## src/rtl/data_ram_ctrl.sv

```systemverilog
// data_ram_ctrl: multi-cycle data-memory controller between the MEM stage and
// an external 32-bit asynchronous SRAM. Stalls the pipeline while an access
// runs, and returns captured read data held stable through the DONE cycle.
module data_ram_ctrl #(
  parameter int unsigned ADDR_WIDTH  = 18,
  parameter int unsigned WAIT_STATES = 2
) (
  input  logic                  clock,
  input  logic                  reset,
  input  logic                  ram_chip_enable,
  input  logic                  ram_operation,
  input  logic [31:0]           ram_addr,
  input  logic [3:0]            ram_select_signal,
  input  logic [31:0]           ram_write_data,
  output logic [31:0]           ram_read_data,
  output logic                  stall_request,
  output logic [ADDR_WIDTH-1:0] sram_addr,
  output logic                  sram_ce_n,
  output logic                  sram_oe_n,
  output logic                  sram_we_n,
  output logic [3:0]            sram_be_n,
  output logic [31:0]           sram_wdata,
  output logic                  sram_wdata_oe,
  input  logic [31:0]           sram_rdata
);

  localparam int unsigned CW = (WAIT_STATES > 1) ? $clog2(WAIT_STATES) : 1;

  typedef enum logic [1:0] {
    IDLE,
    ACCESS,
    DONE
  } state_t;

  state_t        state;
  state_t        next_state;
  logic [CW-1:0] count;
  logic          op_write;
  logic          last_cycle;

  // Byte offset bits and bits above the SRAM window are deliberately dropped
  // (lanes come from ram_select_signal, high bits wrap around).
  logic unused_addr_bits;
  assign unused_addr_bits = ^{ram_addr[31:ADDR_WIDTH+2], ram_addr[1:0]};

  assign last_cycle = (count == '0);

  // State register.
  always_ff @(posedge clock) begin
    if (reset) state <= IDLE;
    else       state <= next_state;
  end

  // Next-state and stall decode; DONE ignores the still-asserted old request.
  always_comb begin
    next_state    = state;
    stall_request = 1'b0;
    case (state)
      IDLE: begin
        if (ram_chip_enable) begin
          next_state    = ACCESS;
          stall_request = 1'b1;
        end
      end
      ACCESS: begin
        stall_request = 1'b1;
        if (last_cycle) next_state = DONE;
      end
      DONE: begin
        next_state = IDLE;
      end
      default: next_state = IDLE;
    endcase
    if (reset) stall_request = 1'b0;
  end

  // Request latch, wait counter, registered strobes and read capture.
  // Strobes are registered so they switch glitch-free with the state change.
  always_ff @(posedge clock) begin
    if (reset) begin
      count         <= '0;
      op_write      <= 1'b0;
      ram_read_data <= '0;
      sram_addr     <= '0;
      sram_be_n     <= '1;
      sram_wdata    <= '0;
      sram_ce_n     <= 1'b1;
      sram_oe_n     <= 1'b1;
      sram_we_n     <= 1'b1;
      sram_wdata_oe <= 1'b0;
    end else begin
      case (state)
        IDLE: begin
          if (ram_chip_enable) begin
            op_write      <= ram_operation;
            sram_addr     <= ram_addr[ADDR_WIDTH+1:2];
            sram_be_n     <= ~ram_select_signal;
            sram_wdata    <= ram_write_data;
            count         <= CW'(WAIT_STATES - 1);
            sram_ce_n     <= 1'b0;
            sram_oe_n     <= ram_operation;
            sram_we_n     <= ~ram_operation;
            sram_wdata_oe <= ram_operation;
          end
        end
        ACCESS: begin
          if (last_cycle) begin
            if (!op_write) ram_read_data <= sram_rdata;
            sram_ce_n     <= 1'b1;
            sram_oe_n     <= 1'b1;
            sram_we_n     <= 1'b1;
            sram_wdata_oe <= 1'b0;
          end else begin
            count <= count - CW'(1);
          end
        end
        default: ;
      endcase
    end
  end

endmodule

```

## config.mk

```make
export PLATFORM = sky130hd
export DESIGN_NAME = data_ram_ctrl
export DESIGN_NICKNAME = d
export VERILOG_FILES = /design/src/rtl/data_ram_ctrl.sv
export SDC_FILE = /design/constraint.sdc
export NUM_CORES = 1
export LEC_CHECK = 0
export ABC_AREA = 1
export ABC_CLOCK_PERIOD_IN_PS = 1400
export BUFFER_PORTS_ARGS = -buffer_cell sky130_fd_sc_hd__buf_2
export CAP_MARGIN = 20
export CORE_UTILIZATION = 44
export CTS_CLUSTER_SIZE = 14
export DETAILED_ROUTE_END_ITERATION = 7
export HOLD_SLACK_MARGIN = 0.03
export PLACE_DENSITY = 0.79
export SLEW_MARGIN = 10
export SYNTH_ARGS = -nofsm -noshare
export SYNTH_HDL_FRONTEND = slang
export SYNTH_SLANG_ARGS = --single-unit
```

## constraint.sdc

```tcl
create_clock -name clock -period 1.4 [get_ports clock]
set_input_delay 0.14 -clock clock [delete_from_list [all_inputs] [get_ports clock]]
set_output_delay 0.14 -clock clock [all_outputs]
set_load 0.05 [all_outputs]
```

**Word level (Yosys, flattened, before mapping)**

Index checks and enable logic that the tools add are counted.
W data, S select, Z words.

- Register bits: 94
- Input bits: 104
- Output and inout port bits: 91
- Word-level logic and storage cells: 44

- Add/sub/neg operators: 1
- Equal/unequal tests: 3
- Multiplexer cells: 18
- Bitwise logic cells: 4
- Reduce and logical (&&, ||, !) cells: 7

Operator list:

| cell | count |
|---|---|
| $pmux W1 S2 | 6 |
| $mux W1 | 9 |
| $reduce_and A2 Y1 | 3 |
| $reduce_and A3 Y1 | 2 |
| $mux W2 | 2 |
| $ne A2 B2 Y1 const B | 2 |
| $not A4 Y4 | 1 |
| $pmux W2 S2 | 1 |
| $not A1 Y1 | 3 |
| $eq A2 B1 Y1 const B | 1 |
| $logic_not A2 Y1 | 1 |
| $reduce_bool A2 Y1 | 1 |
| $sub A1 B1 Y1 const B | 1 |

**Depth between registers and ports, before layout**

Gate-level depths: netlist of run 1.

- Depth after elaboration: 3
- Mapped depth: 7
- Depth with buffers taken out: 6

**Worst setup path before layout of run 1**

Ideal clock, no wire load.

- Kind: register -> output
- Start: reg state[1]
- End: out stall_request
- Data arrival time: 1605 ps
- Required time: 1260 ps
- Slack: -345 ps
- Cell stages (with the launch flop): 6
- Path buffers: 2
- Cells stage by stage: dfxtp_1 -> nor2_1 -> nand2_1 -> buf_6 -> buf_6 -> a21oi_1

- Word-level cells in the longest chain between the ends: 3
- Elaborated cells on any way between the ends: 4
- Those cells by class: eq/ne (1); mux (2); reduce/logical (1)

Ends and longest elaborated chain:

| what | RTL line | source |
|---|---|---|
| start: declaration | 35 | `state_t state;` |
| start signal: assignment | 51 | `else state <= next_state;` |
| $eq A2 B1 Y1 or $logic_not A2 Y1 (tied branches) | 58 | `case (state)` |
| $pmux W1 S2 * | 58 |  |
| $mux W1 * | 74 | `if (reset) stall_request = 1'b0;` |
| end: declaration | 16 | `output logic stall_request,` |

Mark *: on every way between the ends. The rest lies on a longest branch, timed or not.

**Worst setup path in the final report of run 1**

Ends and elaborated chain as after synthesis.

==> impl_metrics.json, run 1 <==
{
  "outcome": "complete, no violations",
  "initial_core_util_pct": 45.9,
  "setup_violations": 0,
  "power_leakage_uw": 0.00252,
  "grt_pass1_wl_microns": 15900,
  "drt_iter0_markers": 106,
  "clk_latency_ps": 350,
  "crit_fanout": 3,
  "hold_viol": 0,
  "final_nets": 758,
  "ctsLongestPathBuffers": 2,
  "cts_tree": "built",
  "grt_max_degree": 66,
  "design_power_total_uw": 7090,
  "place_area_sq_um": 4570,
  "wl_per_cell_microns": 13.1,
  "fin_setup_tns_ps": 0,
  "synth_edf_count": 0,
  "std_cell_rows": 32,
  "slew_violations": 0,
  "overflow": 0,
  "syn_inst": 453,
  "grt_use_total_pct": 23.3,
  "fin_crit_sh_pct": 98.5,
  "synthTopCellsByArea": "dfxtp_1 53%, nor2_1 14%, nand3b_1 6.7%, o21ai_1 5.6%, a21oi_1 5.4%",
  "finalCriticalPeriod_ps": 1380,
  "pin_count": 195,
  "core_area_sq_um": 7810,
  "root_buffer": "clkbuf_8",
  "clock.fmax_mhz": 725,
  "yosys_warnings": 0,
  "worstPathRequired_ps": 1260,
  "postLayoutCellArea_sq_um": 5190,
  "gp_congestion": 0.749,
  "synth_nets": 557,
  "rsz0062_at_grt": "yes",
  "drive_gt1_share_pct": 32.8,
  "num_vias": 3802,
  "io_buffers": 180,
  "drv_cap": 0,
  "crit_type": "reg -> out",
  "synth.distinct_cells": 17,
  "wirelength_microns": 9970,
  "via_per_inst": 5.00,
  "cp.arrival_ps": 1240,
  "h-tree-depth": 3,
  "fillerInstances": 633,
  "synth_top_area_share_pct": 52.5,
  "cp-start-kind": "register",
  "end_kind": "primary output",
  "cts.clk_slew.worst_paths_ps": 90,
  "antenna_found_initial": 0,
  "ys.flop_type": "dfxtp_1",
  "antennaDiodeCount": 0,
  "drtPass1Iterations": 5,
  "ys_seq_area_share_pct": 52.5,
  "async_flop_share_pct": 0,
  "ant_nets": 0,
  "max_slew_margin_pct": 82.3,
  "p_per_area_nw_per_um2": 1370,
  "synth_seq_cells": 94,
  "holdCritPathClass": "in -> reg",
  "drc": 0,
  "cts_made_buffers": 9,
  "die_w_microns": 92.2,
  "grt_pass1_vias": 3573,
  "die-area_sq_um": 8510,
  "syn_area_per_cell_sq_um": 7.91,
  "synth_area_sq_um": 3580,
  "areaGrowthSynthToFinish_pct": 44.8,
  "die_h_microns": 92.2,
  "clock_sinks": 94,
  "tightestPinTransition_ps": 266,
  "hpwl_microns": 6070,
  "ir_drop_uv": 894,
  "skew_ps": 13.7,
  "postLayoutCoreUtil_pct": 66.4,
  "synth_area_leader_cell": "dfxtp_1"
}
## metal layers
metal  track usage [%]  wire length (microns)  vias up
met5                 0                      0        -
met4              10.5                    273        0
met1              25.5                   3830     1728
met3              8.04                    954       27
met2              40.5                   4910      181
li1                  -                      -     1866
## metrics by stage
stage | setup slack (ps) | instances | hold slack (ps)
floorplan | 104 | 453 | 286
global placement | 209 | 708 | 373
detailed placement | 148 | 708 | 379
CTS | -3.27 | 757 | 30.1
global route | -55.2 | 760 | 36.9
finish | 20.6 | 760 | 46.0
## worst max-delay path, cell delays in order (launching register included)
cell	delay [ps]
dfxtp_2	350
nor2_2	140
nand2_2	90
a21oi_4	170
buf_12	150
## cells by family (layout without fill, tap and decap cells)
kind of cell	count (synthesis)	in the layout	synth area share, %
simple gates	228	228	27.9
compound gates	89	89	12.4
flops	94	94	52.5
buf+inv	42	247	7.09
## sequential cells by signal (all words and copies together) (netlist names)
register       cells
sram_addr         18
op_write           1
sram_oe_n          1
ram_read_data     32
sram_ce_n          1
sram_wdata_oe      1
sram_wdata        32
state              2
sram_we_n          1
sram_be_n          4
count              1
## Yosys cell counts, types with 2 or more instances
cell / count
a21oi_1: 39
buf_2: 14
buf_4: 9
buf_6: 6
clkbuf_1: 6
dfxtp_1: 94
inv_1: 6
nand2_1: 45
nand3_1: 6
nand3b_1: 32
nor2_1: 138
nor2_2: 2
o21ai_0: 10
o21ai_1: 40
or2_0: 4
## timing repair
| item | 4_1_cts | 5_1_grt |
|---|---|---|
| resized for setup | 5 | 0 |
| buffers inserted | 1 | 0 |
| hold buffers | 33 | 2 |
| gates cloned | 0 | 1 |
| pin swaps | 1 | 0 |
| endpoints found under the setup margin | 1 | 2 |
| endpoints found under the hold margin | 33 | 2 |
## layout by cell type, fill, tap and decap left out, types with 2 or more instances in the layout
cell type / count
a21oi_1: 38
nor2_1: 137
bufinv_16: 2
dlygate4sd3_1: 35
inv_1: 3
buf_2: 179
dfxtp_2: 2
buf_4: 2
nand3_1: 6
or2_0: 4
dfxtp_1: 92
nand3b_1: 32
inv_2: 4
o21ai_1: 40
nor2_4: 2
o21ai_0: 10
nand2_1: 44
clkbuf_8: 11
buf_12: 8
inv_6: 2
## cell type report
class / count / area, sq um / area share [%]
sequential: 94 / 1880 / 36.3
multi-input combinational: 317 / 1470 / 28.4
timing repair buffer: 225 / 1450 / 27.9
clock buffer: 11 / 151 / 2.92
tap: 102 / 128 / 2.46
clock inverter: 4 / 77.6 / 1.50
inverter: 7 / 26.3 / 0.507
## worst paths after layout
check | from | to | slack, ps | depth (start not counted)
setup / recovery | state[1] | stall_request | 20 | 4
hold reg to reg | sram_be_n[1] | sram_be_n[1] | 470 | 2
hold / removal | ram_write_data[7] | sram_wdata[7] | 50 | 3
setup reg to reg | state[1] | sram_wdata[30] | 110 | 7
## power breakdown
group / internal, uW / total, uW / switching (uW) / leakage, uW
sequential: 2910 / 3030 / 123 / 0.000777
clock: 1110 / 2030 / 927 / 0.000116
combinational: 605 / 2020 / 1420 / 0.00163
total: 4620 / 7090 / 2470 / 0.00252
No activity file was read; power rests on OpenSTA's default activity.
==> run 2, diff against run 1 <==
Settings changed: CORE_MARGIN from default to 5, PLACE_DENSITY 0.79 to default, PLACE_DENSITY_LB_ADDON from default to 0.2.
==> impl_metrics.json, run 2 (synthesis gave the netlist of run 1 again) <==
{
  "outcome": "complete, no violations",
  "initial_core_util_pct": 44.3,
  "grt_pass1_vias": 3575,
  "skew_ps": 6.64,
  "setup_violations": 0,
  "crit_type": "reg -> out",
  "layout_commonest_cell": "buf_2",
  "clk_latency_ps": 350,
  "wirelength_microns": 10000,
  "root_buffer": "clkbuf_8",
  "cp_slowest_cell": "dfxtp_4",
  "via_per_inst": 4.75,
  "finalCriticalPeriod_ps": 1360,
  "reg_top3": "ram_read_data (32), sram_wdata (32), sram_addr (18)",
  "antennaDiodeCount": 0,
  "die-area_sq_um": 10000,
  "max_stage_delay_ps": 390,
  "wl_per_cell_microns": 12.8,
  "gp_congestion": 0.751,
  "final_nets": 778,
  "holdWs_ps": 47.7,
  "grt_pass1_wl_microns": 16400,
  "drv_cap": 0,
  "fin_crit_sh_pct": 97.2,
  "slew_violations": 0,
  "io_buffers": 180,
  "fin_setup_tns_ps": 0,
  "p_per_area_nw_per_um2": 1340,
  "grt_max_degree": 66,
  "max_slew_margin_pct": 82.1,
  "pin_count": 195,
  "tightestPinTransition_ps": 268,
  "die_h_microns": 100,
  "ant_nets": 0,
  "cts_tree": "built",
  "core_area_sq_um": 8090,
  "cp.arrival_ps": 1220,
  "hpwl_microns": 6500,
  "num_vias": 3720,
  "drt_iter0_markers": 108,
  "crit_fanout": 3,
  "final_cell_mix": "179 x buf_2, 137 x nor2_1, 92 x dfxtp_1",
  "grt_use_total_pct": 20.0,
  "cts.clk_slew.worst_paths_ps": 80,
  "h-tree-depth": 3,
  "drtPass1Iterations": 6,
  "worstPathRequired_ps": 1260,
  "die_w_microns": 100,
  "ctsLongestPathBuffers": 2,
  "hold_viol": 0,
  "clock.fmax_mhz": 735,
  "cts_made_buffers": 9,
  "power_leakage_uw": 0.00259,
  "drc": 0,
  "std_cell_rows": 33,
  "ir_drop_uv": 803,
  "cp-start-kind": "register",
  "rsz0062_at_grt": "yes",
  "drive_gt1_share_pct": 32.6,
  "areaGrowthSynthToFinish_pct": 48.9,
  "end_kind": "primary output",
  "antenna_found_initial": 0,
  "overflow": 0,
  "path_cells": "inv_4 -> nor2_4 -> inv_2 -> a21oi_4 -> buf_8",
  "holdCritPathClass": "in -> reg",
  "clock_sinks": 94
}
## run 2: what timing repair did
action                     in CTS  in global routing
hold endpoints to repair       50                  0
setup endpoints to repair       1                  2
hold buffers                   50                  0
cloned                          0                  0
pin swaps                       2                  2
setup buffers                   2                  2
resized for setup               9                  3
## run 2: per-layer routing
| metal | routed length, microns | up-vias | global-route usage (%) |
|---|---|---|---|
| met2 | 4570 | 159 | 32.2 |
| met3 | 1180 | 25 | 8.76 |
| met1 | 4020 | 1639 | 23.5 |
| li1 | - | 1897 | - |
| met5 | 0 | - | 0 |
| met4 | 265 | 0 | 7.98 |
## run 2: final timing paths
kind                                   startpoint            end  slack (ps)  cells after the start
worst min register to register       sram_be_n[1]   sram_be_n[1]         460                      2
worst min-delay path            ram_write_data[8]  sram_wdata[8]          50                      3
worst max register to register           state[1]  sram_wdata[7]         120                      6
worst max-delay path                     state[0]  stall_request          40                      5
## run 2: cell type report
class / count / area (sq um)
sequential: 94 / 1890
timing repair buffer: 245 / 1570
tap: 105 / 131
inverter: 7 / 28.8
clock inverter: 6 / 111
clock buffer: 9 / 124
multi-input combinational: 317 / 1480
fill: 698 / 2760
## run 2: critical path: cells and delay by family (launching register included)
family / cells / cell delay [ps]
AOI/OAI and AO/OA: 1 / 150
DFF: 1 / 390
and+or+nand+nor: 1 / 80
buffers and inverters: 3 / 260
## run 2: stage by stage
| step | total power, uW | cells | utilization (%) | setup slack [ps] | area [sq um] |
|---|---|---|---|---|---|
| 6_report | 7130 | 783 | 65.9 | 38.7 | 5330 |
| 3_3_place_gp | 4940 | 714 | 56.1 | 109 | 4540 |
| 5_1_grt | 7500 | 783 | 65.9 | -36.9 | 5330 |
| 3_5_place_dp | 4980 | 714 | 56.1 | 107 | 4540 |
| 4_1_cts | 7210 | 781 | 65.6 | 5.13 | 5310 |
| 2_1_floorplan | 4500 | 453 | - | 104 | 3590 |
## run 2: where the power goes
part           leakage (uW)  switching [uW]  total, uW  internal, uW
clock network      0.000115             907       2080          1180
registers          0.000777             119       3030          2910
logic               0.00170            1400       2020           618
==> run 3, diff against run 2 <==
--- a/config.mk
+++ b/config.mk
@@ -16,5 +16,5 @@
 export HOLD_SLACK_MARGIN = 0.03
 export PLACE_DENSITY_LB_ADDON = 0.2
-export SLEW_MARGIN = 10
+export SKIP_LAST_GASP = 1
 export SYNTH_ARGS = -nofsm -noshare
 export SYNTH_HDL_FRONTEND = slang
==> constraint.sdc (replaced) <==
create_clock -name clock -period 1.4 [get_ports clock]
set_input_delay 0.42 -clock clock [delete_from_list [all_inputs] [get_ports clock]]
set_output_delay 0.42 -clock clock [all_outputs]
set_load 0.05 [all_outputs]
==> impl_metrics.json, run 3 (synthesis gave the netlist of run 1 again) <==
{
  "outcome": "complete, but fails checks",
  "violations": "negative setup slack",
  "die_w_microns": 100,
  "rsz0062_at_grt": "yes",
  "cts_tree": "built",
  "path_cells": "inv_2 -> nor2_4 -> inv_2 -> a21oi_4 -> buf_8",
  "crit_fanout": 3,
  "holdCritPathClass": "in -> reg",
  "fin_crit_sh_pct": 117,
  "antennaDiodeCount": 0,
  "worstPathRequired_ps": 980,
  "crit_type": "reg -> out",
  "cp-endpoint": "stall_request",
  "setup_ws_ps": -239,
  "ant_nets": 0,
  "initial_core_util_pct": 44.3,
  "postLayoutCoreUtil_pct": 62.3,
  "drc": 0,
  "cts.clk_slew.worst_paths_ps": 90,
  "max_slew_margin_pct": 83.3,
  "drt_iter0_markers": 121,
  "crit_top_cell": "inv_2",
  "areaGrowthSynthToFinish_pct": 40.7,
  "h-tree-depth": 3,
  "layout_commonest_cell": "nor2_1",
  "postLayoutCellArea_sq_um": 5040,
  "hold_viol": 0,
  "via_per_inst": 4.71,
  "drv_cap": 0,
  "grt_pass1_wl_microns": 14800,
  "path_depth": 5,
  "design_power_total_uw": 7020,
  "hpwl_microns": 6350,
  "skew_ps": 8.32,
  "clock.fmax_mhz": 610,
  "num_vias": 3448,
  "antenna_found_initial": 0,
  "setup.worst_path.start": "state[0]",
  "grt_use_total_pct": 18.0,
  "power_leakage_uw": 0.00236,
  "std_cell_rows": 33,
  "end_kind": "primary output",
  "cp.arrival_ps": 1220,
  "wl_per_cell_microns": 12.5,
  "grt_max_degree": 65,
  "place_area_sq_um": 4560,
  "slew_violations": 0,
  "max_stage_delay_ps": 380,
  "tightestPinTransition_ps": 251,
  "drtPass1Iterations": 4,
  "reg_top3": "ram_read_data (32), sram_wdata (32), sram_addr (18)",
  "root_buffer": "clkbuf_8",
  "pin_count": 195,
  "setup_violations": 1,
  "die-area_sq_um": 10000,
  "finalCriticalPeriod_ps": 1640,
  "overflow": 0,
  "worst_r2r_endpoint": "ram_read_data[12]",
  "ir_drop_uv": 756,
  "die_h_microns": 100,
  "wirelength_microns": 9160,
  "cts_hold_buf": 0,
  "io_buffers": 180,
  "rrSetupSlack_ps": 60,
  "clock_sinks": 94,
  "p_per_area_nw_per_um2": 1390,
  "reg2regPathDepth": 7,
  "drive_gt1_share_pct": 34.9,
  "core_area_sq_um": 8090,
  "cts_setup_buffers": 0,
  "r2r_start": "state[0]",
  "final_cell_mix": "137 x nor2_1, 92 x dfxtp_1, 90 x buf_2",
  "holdPathStages": 3,
  "grt_pass1_vias": 3267,
  "cp-start-kind": "register",
  "cp_slowest_cell": "dfxtp_4",
  "clk_latency_ps": 340,
  "final_nets": 726,
  "cts_made_buffers": 9,
  "ctsLongestPathBuffers": 2,
  "worst-path-buf-inv": 3,
  "gp_congestion": 0.733,
  "critical-path-top-delay-family": "flip-flops"
}
run 3: where the power goes:
group / total (uW) / leakage [uW] / internal, uW / switching, uW
clock: 1980 / 0.000102 / 1060 / 926
sequential: 3040 / 0.000777 / 2910 / 127
combinational: 2000 / 0.00148 / 632 / 1370
total: 7020 / 0.00236 / 4600 / 2420
run 3: per-stage QoR:
step | hold WS [ps] | TNS (ps) | cells | setup slack [ps]
floorplan | 461 | -121 | 453 | -121
global placement | 438 | -302 | 716 | -14.1
detailed placement | 444 | -699 | 716 | -54.4
CTS | 285 | -260 | 732 | -260
global route | 294 | -890 | 732 | -320
finish | 308 | -239 | 732 | -239
run 3: worst min-delay path by stage:
stage / from / endpoint
finish: ram_addr[6] / sram_addr[4]
global route: ram_addr[2] / sram_addr[0]
CTS: ram_write_data[30] / sram_wdata[30]
detailed placement: sram_ce_n / sram_ce_n
global placement: sram_ce_n / sram_ce_n
floorplan: op_write / op_write
run 3: final cells by class:
class	count	area [sq um]
clock buffer	11	141
timing repair buffer	193	1290
fill	731	3050
sequential	94	1890
tap	105	131
inverter	7	26.3
clock inverter	5	82.6
multi-input combinational	317	1480
run 3: timing repair:
| action | 4_1_cts | 5_1_grt |
|---|---|---|
| gates resized for setup | 17 | 92 |
| pin swaps | 1 | 0 |
| setup endpoints to repair | 36 | 108 |
run 3: tightest hold or removal path, delay by kind of cell:
kind	cells	cell delay, ps
compound gates	1	50
simple gates	1	70
buf+inv	1	70
run 3: per-layer routing:
metal	routed length, microns	part of all wire, %	vias up	global-route usage (%)
met5	0	0	-	0
met4	125	1.4	0	6.32
met3	1090	12	9	8.06
met2	4100	45	120	29.0
met1	3850	42	1521	21.3
li1	-	-	1798	-
